$ cat config.mk
export PLATFORM = sky130hd
export DESIGN_NAME = ecc_result_buffer
export DESIGN_NICKNAME = d
export VERILOG_FILES = /design/src/rtl/ecc_result_pkg.sv /design/src/rtl/ecc_result_fifo_mem.sv /design/src/rtl/ecc_result_buffer.sv
export SDC_FILE = /design/constraint.sdc
export NUM_CORES = 1
export LEC_CHECK = 0
export ABC_AREA = 0
export ABC_CLOCK_PERIOD_IN_PS = 3000
export BUFFER_PORTS_ARGS = -buffer_cell sky130_fd_sc_hd__buf_2
export CAP_MARGIN = 20
export CORE_MARGIN = 8
export CORE_UTILIZATION = 40
export CTS_BUF_LIST = sky130_fd_sc_hd__clkbuf_8
export DETAILED_ROUTE_END_ITERATION = 6
export PLACE_DENSITY = 0.55
export SYNTH_ARGS = -nofsm -noshare
export SYNTH_HDL_FRONTEND = slang
export SYNTH_SLANG_ARGS = --single-unit
$ cat constraint.sdc
create_clock -name clk -period 3 [get_ports clk]
set_input_delay 0.15 -clock clk [delete_from_list [all_inputs] [get_ports clk]]
set_output_delay 0.15 -clock clk [all_outputs]
set_load 0.005 [all_outputs]
$ cat src/rtl/ecc_result_pkg.sv
// Shared constants and entry layout for the ECC result buffer.
// Optional capture timestamp enabled by defining ECC_RESULT_TIMESTAMP_EN.
package ecc_result_pkg;

   localparam logic [1:0] ERR_NONE   = 2'b00;
   localparam logic [1:0] ERR_SINGLE = 2'b01;
   localparam logic [1:0] ERR_DOUBLE = 2'b10;

   localparam int TS_WIDTH = 16;

   // Entry layout, LSB first: data word, error class, then optional timestamp.
   function automatic int entry_width(input int data_w);
`ifdef ECC_RESULT_TIMESTAMP_EN
      return data_w + 2 + TS_WIDTH;
`else
      return data_w + 2;
`endif
   endfunction

endpackage

$ cat src/rtl/ecc_result_fifo_mem.sv
// First-word-fall-through FIFO storage with exact occupancy count.
// When empty, the read port holds the last popped entry.
module ecc_result_fifo_mem #(
   parameter int W     = 34,
   parameter int DEPTH = 4,
   localparam int AW   = $clog2(DEPTH),
   localparam int CW   = AW + 1
) (
   input  logic          clk,
   input  logic          rst,
   input  logic          i_push,
   input  logic          i_pop,
   input  logic [W-1:0]  i_wr_data,
   output logic [W-1:0]  o_rd_data,
   output logic [CW-1:0] o_count,
   output logic          o_full,
   output logic          o_empty
);

   localparam logic [CW-1:0] LP_FULL = CW'(DEPTH);

   logic [W-1:0]  r_mem [DEPTH];
   logic [AW-1:0] r_wr_ptr;
   logic [AW-1:0] r_rd_ptr;
   logic [CW-1:0] r_count;
   logic [W-1:0]  r_last;

   logic w_pop_ok;
   logic w_push_ok;

   assign o_empty   = (r_count == '0);
   assign o_full    = (r_count == LP_FULL);
   assign w_pop_ok  = i_pop & ~o_empty;
   // A full FIFO still takes a push when the head leaves in the same cycle.
   assign w_push_ok = i_push & (~o_full | w_pop_ok);

   assign o_count   = r_count;
   assign o_rd_data = o_empty ? r_last : r_mem[r_rd_ptr];

   always_ff @(posedge clk) begin
      if (w_push_ok)
         r_mem[r_wr_ptr] <= i_wr_data;
   end

   always_ff @(posedge clk or negedge rst) begin
      if (!rst) begin
         r_wr_ptr <= '0;
         r_rd_ptr <= '0;
         r_count  <= '0;
         r_last   <= '0;
      end else begin
         if (w_push_ok)
            r_wr_ptr <= r_wr_ptr + 1'b1;
         if (w_pop_ok) begin
            r_rd_ptr <= r_rd_ptr + 1'b1;
            r_last   <= r_mem[r_rd_ptr];
         end
         case ({w_push_ok, w_pop_ok})
            2'b10:   r_count <= r_count + 1'b1;
            2'b01:   r_count <= r_count - 1'b1;
            default: r_count <= r_count;
         endcase
      end
   end

endmodule

$ cat src/rtl/ecc_result_buffer.sv
// Captures ECC encoder/decoder results into a FWFT FIFO with saturating stats.
// Define ECC_RESULT_TIMESTAMP_EN to store a 16-bit capture timestamp per entry.
module ecc_result_buffer
   import ecc_result_pkg::*;
#(
   parameter int DATA_WIDTH = 32,
   parameter int DEPTH      = 4,
   parameter int CNT_WIDTH  = 16
) (
   input  logic                    clk,
   input  logic                    rst,
   input  logic                    operation_done,
   input  logic [DATA_WIDTH-1:0]   data_out,
   input  logic [1:0]              num_of_errors,
   output logic                    res_valid,
   input  logic                    res_ready,
   output logic [DATA_WIDTH-1:0]   res_data,
   output logic [1:0]              res_errs,
   output logic [$clog2(DEPTH):0]  fifo_count,
   output logic                    overflow,
   input  logic                    clr_stats,
   output logic [CNT_WIDTH-1:0]    cnt_ops,
   output logic [CNT_WIDTH-1:0]    cnt_single,
   output logic [CNT_WIDTH-1:0]    cnt_double
`ifdef ECC_RESULT_TIMESTAMP_EN
   ,
   output logic [TS_WIDTH-1:0]     res_ts
`endif
);

   localparam int EW = entry_width(DATA_WIDTH);
   localparam int CW = $clog2(DEPTH) + 1;

   function automatic logic [CNT_WIDTH-1:0] sat_inc(input logic [CNT_WIDTH-1:0] v);
      return (&v) ? v : v + 1'b1;
   endfunction

   logic [EW-1:0] w_wr_entry;
   logic [EW-1:0] w_rd_entry;
   logic [CW-1:0] w_count;
   logic          w_full;
   logic          w_empty;
   logic          w_pop;
   logic          w_drop;

   logic                 r_overflow;
   logic [CNT_WIDTH-1:0] r_cnt_ops;
   logic [CNT_WIDTH-1:0] r_cnt_single;
   logic [CNT_WIDTH-1:0] r_cnt_double;

`ifdef ECC_RESULT_TIMESTAMP_EN
   logic [TS_WIDTH-1:0] r_ts;

   always_ff @(posedge clk or negedge rst) begin
      if (!rst)
         r_ts <= '0;
      else
         r_ts <= r_ts + 1'b1;
   end

   assign w_wr_entry = {r_ts, num_of_errors, data_out};
   assign res_ts     = w_rd_entry[DATA_WIDTH+2 +: TS_WIDTH];
`else
   assign w_wr_entry = {num_of_errors, data_out};
`endif

   assign w_pop  = res_ready & ~w_empty;
   // Full implies a valid head, so only a same-cycle pop can rescue the push.
   assign w_drop = operation_done & w_full & ~w_pop;

   ecc_result_fifo_mem #(
      .W     (EW),
      .DEPTH (DEPTH)
   ) u_fifo (
      .clk       (clk),
      .rst       (rst),
      .i_push    (operation_done),
      .i_pop     (w_pop),
      .i_wr_data (w_wr_entry),
      .o_rd_data (w_rd_entry),
      .o_count   (w_count),
      .o_full    (w_full),
      .o_empty   (w_empty)
   );

   assign res_valid  = ~w_empty;
   assign res_data   = w_rd_entry[DATA_WIDTH-1:0];
   assign res_errs   = w_rd_entry[DATA_WIDTH +: 2];
   assign fifo_count = w_count;
   assign overflow   = r_overflow;
   assign cnt_ops    = r_cnt_ops;
   assign cnt_single = r_cnt_single;
   assign cnt_double = r_cnt_double;

   // clr_stats wins over a coincident capture; the FIFO push itself is unaffected.
   always_ff @(posedge clk or negedge rst) begin
      if (!rst) begin
         r_overflow   <= 1'b0;
         r_cnt_ops    <= '0;
         r_cnt_single <= '0;
         r_cnt_double <= '0;
      end else if (clr_stats) begin
         r_overflow   <= 1'b0;
         r_cnt_ops    <= '0;
         r_cnt_single <= '0;
         r_cnt_double <= '0;
      end else if (operation_done) begin
         r_cnt_ops <= sat_inc(r_cnt_ops);
         if (num_of_errors == ERR_SINGLE)
            r_cnt_single <= sat_inc(r_cnt_single);
         if ((num_of_errors & ERR_DOUBLE) == ERR_DOUBLE)
            r_cnt_double <= sat_inc(r_cnt_double);
         if (w_drop)
            r_overflow <= 1'b1;
      end
   end

endmodule

Word level (Yosys, flattened, before mapping). Memory sizes are Yosys's and may differ from the RTL's. Cells that the tools add are included.

Register bits: 90. Memory bits (writable): 136. Bits of input ports: 39. Output and inout port bits: 87. Logic and storage cells: 63. Memories kept: 1.

$add $sub $neg: 7. Equal/unequal tests: 7. Mux-type cells: 18. Bitwise operators: 9. Reductions and logical operators: 13.

Memory list: u_fifo.r_mem (depth 4, width 34, read ports 1, clocked after memory_dff 0, wr ports 1, line ecc_result_fifo_mem.sv:22) `logic [W-1:0] r_mem [DEPTH];`.

Operators by type and width (count): two-way mux 16 bit (11); adder 16 x 1 -> 16 bit (second input constant) (3); AND reduction 16 bit (3); two-way mux 34 bit (1); nonzero test 2 bit (5); != test 2 bit (second input constant) (3); one-hot mux 3 bit (2 select lines) (1); AND reduction 3 bit (2); AND 1 bit (5); two-way mux 1 bit (5); adder 2 x 1 -> 2 bit (second input constant) (2); equality test 2 x 1 -> 1 bit (second input constant) (2); AND reduction 2 bit (2); adder 3 x 1 -> 3 bit (second input constant) (1); equality test 3 bit (second input constant) (1); logical NOT 3 bit (1); inverter 1 bit (3); subtractor 3 x 1 -> 3 bit (second input constant) (1); equality test 2 bit (second input constant) (1); bitwise OR 1 bit (1).

Longest topological paths before layout.
Depth in word-level cells: 8. Mapped depth: 11. Mapped depth without buffers: 9.

By module. A second synthesis with hierarchy kept.

Cells, all modules: 647. Area, all modules: 10062.2 µm².

By module, submodules not included: ecc_result_fifo_mem (times used 1, cells an instance 339, area each 7094.3 µm², sequential area each 5109.9 µm²); ecc_result_buffer (times used 1, cells an instance 308, area each 2967.8 µm², sequential area each 1226.2 µm²).

Worst setup path after synthesis. No wires, ideal clock.

Path kind: register to register. Start: register u_fifo.r_count[1] (netlist: u_fifo.o_count[1]). End: register u_fifo.r_count[1] (netlist: u_fifo.o_count[1]). Setup time: 0.083 ns. Data arrival time: 2.159 ns. Required time: 2.917 ns. Path slack: 0.758 ns. Stages on the path, launching flop included: 10. Buffers on the path: 3. Clock period less this slack: 2.242 ns. Path through: dfrtp_1 -> or3_1 -> buf_2 -> and2_1 -> buf_6 -> buf_6 -> ha_1 -> inv_1 -> fa_1 -> o21ai_0.

Word-level cells in the longest chain between the ends: 8. Elaborated cells on any way between the ends: 14. Those cells by class: add/sub (2); eq/ne (3); mux (1); bitwise (6); reduce/logical (2).

RTL lines: from (decl) (line ecc_result_fifo_mem.sv:25) `logic [CW-1:0] r_count;`; from (signal assigned) (line ecc_result_fifo_mem.sv:59) `2'b10: r_count <= r_count + 1'b1;`; from (signal assigned) (line ecc_result_fifo_mem.sv:60) `2'b01: r_count <= r_count - 1'b1;`; from (signal assigned) (line ecc_result_fifo_mem.sv:61) `default: r_count <= r_count;`; logical NOT 3 bit (*) (line ecc_result_fifo_mem.sv:31) `assign o_empty = (r_count == '0);`; inverter 1 bit (*) (line ecc_result_fifo_mem.sv:33, ecc_result_buffer.sv:67); AND 1 bit (line ecc_result_buffer.sv:67) `assign w_pop = res_ready & ~w_empty;`; AND 1 bit (*) (line ecc_result_fifo_mem.sv:33) `assign w_pop_ok = i_pop & ~o_empty;`; net u_fifo.w_pop_ok (line ecc_result_fifo_mem.sv:28) `logic w_pop_ok;`; bitwise OR 1 bit (line ecc_result_fifo_mem.sv:35) `assign w_push_ok = i_push & (~o_full | w_pop_ok);`; AND 1 bit (line ecc_result_fifo_mem.sv:35); equality test 2 x 1 -> 1 bit / equality test 2 bit (equally long branches) (line ecc_result_fifo_mem.sv:58) `case ({w_push_ok, w_pop_ok})`; one-hot mux 3 bit (2 select lines) / nonzero test 2 bit (equally long branches).

The timed path passes the listed nets; every way through them passes the cells marked *. A chain may end at the register's enable or synchronous reset.

Worst setup path after layout.
Start: register u_fifo.r_rd_ptr[1]. End: output port res_data[4].

Word-level cells in the longest chain between the ends: 2.

RTL lines: from (decl) (line ecc_result_fifo_mem.sv:24) `logic [AW-1:0] r_rd_ptr;`; from (signal assigned) (line ecc_result_fifo_mem.sv:55) `r_rd_ptr <= r_rd_ptr + 1'b1;`; memory read (4 x 34 bit); two-way mux 34 bit (line ecc_result_fifo_mem.sv:38) `assign o_rd_data = o_empty ? r_last : r_mem[r_rd_ptr];`; to (decl) (line ecc_result_buffer.sv:17) `output logic [DATA_WIDTH-1:0] res_data,`.

No other way between the ends.

==> flow_summary.json <==
{
  "post_detailed_route_drc_marker_count": 0,
  "crit_required_ns": 2.85,
  "final.period_utilization": 0.8502,
  "post_cts.repair.setup_buffers": 0,
  "setup_viol": 0,
  "path_category_of_the_worst_min_delay_check": "in -> reg",
  "cts-root-to-sink-buffers": 3,
  "synth_flop_cell": "sky130_fd_sc_hd__edfxtp_1",
  "htreeDepth": 2,
  "post_drt_via_cell_ratio": 5.059,
  "cp_arrival_ns": 2.40,
  "post-dp-hpwl_mm": 13.83,
  "row_count": 57,
  "preCtsSetupSlack_ns": 0.6445,
  "relSlewSlack": 0.3766,
  "nets": 836,
  "die_height_um": 171.6,
  "timing_worst_slew_pin_value_ns": 0.9351,
  "mappedNetlistNets": 646,
  "placeableCoreArea_um2": 24030,
  "final.hold.worst_slack_ns": 0.06261,
  "drt.antenna.violating_nets": 0,
  "die_w_um": 171.6,
  "cellLeakagePower_nw": 4.789,
  "tritoncts_num_sinks": 226,
  "synth-edff-count": 136,
  "grt_first_pass_wirelength_mm": 34.88,
  "fin_total_pwr_mw": 9.994,
  "result_of_the_run": "finished, final reports clean",
  "routabilityCongestion": 0.8116,
  "num_vias": 5783,
  "antenna_cells_inserted": 0,
  "insertion_delay_ns": 0.53,
  "drive_above_1_share": 0.3700,
  "final.setup_skew_ns": 0.01218,
  "vdd_drop_max_mv": 0.3239,
  "largest_net_degree_at_the_start_of_global_routing": 51,
  "port_buffers": 125,
  "critical_path.endpoint_type": "primary output",
  "postSynth.asyncResetShare": 0.3982,
  "worst_setup_hold_path_clk_slew_ns": 0.06,
  "avgSynthCellArea_um2": 16.19,
  "floorplan.initialDensity": 0.4029,
  "power.density_nw_per_um2": 848.3,
  "grt_overflow_total": 0,
  "element_type_at_the_critical_path_start": "flop",
  "yosys_warnings": 0,
  "worst-path-max-fanout": 35,
  "pin_count": 126,
  "final_max_slew_viol_count": 0,
  "number_of_max_cap_violations": 0,
  "numCtsBuffers": 40,
  "final_ws_setup_ns": 0.4493,
  "setup-tns-final_ns": 0,
  "drt_iter0_drc": 268,
  "ys_seq_elements": 226,
  "post_synthesis_cell_count": 598,
  "hold_violations": 0,
  "netlist_area_um2": 9684,
  "fmax_ghz": 0.3920,
  "seq_area_frac_synth": 0.6543,
  "grt_antenna_before_repair": 0,
  "post_drt_wl_per_cell_um": 18.96,
  "rsz0062_at_grt": "no",
  "layout_min_cycle_time_ns": 2.551,
  "die_area_um2": 29440,
  "worstSetupPathType": "reg -> out",
  "detail_route.wirelength_mm": 21.67,
  "cts_tree": "yes",
  "number_of_global_route_vias_before_repair": 6525,
  "drt-pass1-iter-count": 4,
  "clk_root_buffer_cell": "sky130_fd_sc_hd__clkbuf_8",
  "area.growth.synth_to_final_pct": 21.65,
  "grtUsageTotal": 0.1517,
  "yosysUniqueCellTypes": 55
}
## placed cells by master (no fill, tap or decap), drive strengths merged, types with 9 or more instances in the layout
cell type    count
nor3            13
dfrtp           90
o21ai            9
nand3           20
xnor2           17
nor2            51
mux2            68
dlygate4sd3     36
inv             32
xor2            23
nand2           18
mux4            34
buf            139
edfxtp         136
clkbuf          44
nand4           11
## path summary, 6_finish.rpt
path                               startpoint                end  slack, ns  depth (start not counted)
max                        u_fifo.r_rd_ptr[1]        res_data[4]       0.45                          3
min                            operation_done           overflow       0.06                          3
max reg2reg                 u_fifo.o_count[1]  u_fifo.o_count[2]       0.67                          9
min reg2reg                  u_fifo.r_last[1]   u_fifo.r_last[1]       0.48                          1
max in group asynchronous                 rst        cnt_ops[15]       1.98                          3
min in group asynchronous                 rst  u_fifo.r_last[10]       0.19                          2
## state kept, by name (all words and copies together) (netlist names)
| register | flops |
|---|---|
| u_fifo.r_last | 34 |
| overflow | 1 |
| u_fifo.r_mem | 136 |
| cnt_single | 16 |
| cnt_double | 16 |
| u_fifo.r_wr_ptr | 2 |
| cnt_ops | 16 |
| u_fifo.r_rd_ptr | 2 |
| u_fifo.o_count | 3 |
## critical path: stages (launching register included)
cell,delay (ns)
sky130_fd_sc_hd__dfrtp_2,0.98
sky130_fd_sc_hd__mux4_2,0.44
sky130_fd_sc_hd__mux2_2,0.31
sky130_fd_sc_hd__buf_2,0.14
## cell usage after synthesis, types with 2 or more instances
master	count	area share
sky130_fd_sc_hd__a211oi_1	3	0.0023
sky130_fd_sc_hd__a21oi_1	7	0.0036
sky130_fd_sc_hd__and2_1	6	0.0039
sky130_fd_sc_hd__and3_1	2	0.0013
sky130_fd_sc_hd__and3_2	2	0.0015
sky130_fd_sc_hd__and4_1	6	0.0054
sky130_fd_sc_hd__buf_1	3	0.0012
sky130_fd_sc_hd__buf_2	8	0.0041
sky130_fd_sc_hd__buf_6	5	0.0058
sky130_fd_sc_hd__clkbuf_1	11	0.0043
sky130_fd_sc_hd__dfrtp_1	90	0.23
sky130_fd_sc_hd__edfxtp_1	136	0.42
sky130_fd_sc_hd__ha_1	8	0.010
sky130_fd_sc_hd__inv_1	9	0.0035
sky130_fd_sc_hd__mux2_1	7	0.0081
sky130_fd_sc_hd__mux2_2	34	0.040
sky130_fd_sc_hd__mux2_4	27	0.042
sky130_fd_sc_hd__mux2i_1	5	0.0052
sky130_fd_sc_hd__mux4_2	34	0.079
sky130_fd_sc_hd__nand2_1	18	0.0070
sky130_fd_sc_hd__nand3_1	20	0.010
sky130_fd_sc_hd__nand4_1	10	0.0065
sky130_fd_sc_hd__nand4b_1	2	0.0018
sky130_fd_sc_hd__nor2_1	51	0.020
sky130_fd_sc_hd__nor2b_1	2	0.0013
sky130_fd_sc_hd__nor3_1	12	0.0062
sky130_fd_sc_hd__nor4_1	3	0.0019
sky130_fd_sc_hd__o2111ai_1	3	0.0027
sky130_fd_sc_hd__o211ai_1	2	0.0015
sky130_fd_sc_hd__o21ai_0	5	0.0026
sky130_fd_sc_hd__o21ai_1	3	0.0015
sky130_fd_sc_hd__or3_1	3	0.0019
sky130_fd_sc_hd__xnor2_1	17	0.015
sky130_fd_sc_hd__xor2_1	23	0.021
## where the power goes
| group | total [mW] | leakage (nW) | switching (mW) | internal (mW) |
|---|---|---|---|---|
| clock network | 2.56 | 0.457 | 1.21 | 1.35 |
| registers | 4.38 | 2.41 | 0.379 | 4.00 |
| logic | 3.05 | 1.93 | 1.32 | 1.73 |
| total | 9.99 | 4.79 | 2.92 | 7.08 |
## cell type report
class / count / area, um2
Inverter: 9 / 33.78
Clock inverter: 29 / 118.9
Multi-Input combinational cell: 336 / 3173
Clock buffer: 44 / 605.6
Fill cell: 2109 / 12250
Sequential cell: 226 / 6339
Timing Repair Buffer: 175 / 1106
Tap cell: 324 / 405.4
## through the flow
step	utilization	cells	instance area, um2
finish	0.4902	1143	11780
global placement	0.4451	1034	10700
CTS	0.4902	1143	11780
detailed placement	0.4451	1034	10700
global route	0.4902	1143	11780
floorplan	-	598	9684
## cells by family after synthesis
kind of cell	after synthesis	share of synthesized area
compound gates	30	0.02067
xor+xnor	40	0.03618
fa+ha+maj	9	0.01240
buf+inv	36	0.01886
flops	226	0.6543
mux	107	0.1738
simple gates	150	0.08385
## per-layer routing
layer  vias to the layer above  part of all wire  wire [um]  GRT usage
met4                         0             0.023        491    0.05104
met2                       150              0.49      10520     0.2541
li1                       2658                 -          -          -
met5                         -                 0          0          0
met1                      2931              0.43       9256     0.1875
met3                        44             0.064       1395    0.04085
## timing repair
action	CTS	global route
hold endpoints to repair	179	0
hold buffers	36	0
resized for setup	0	0
Note: power is estimated with default switching activity, not from simulation.
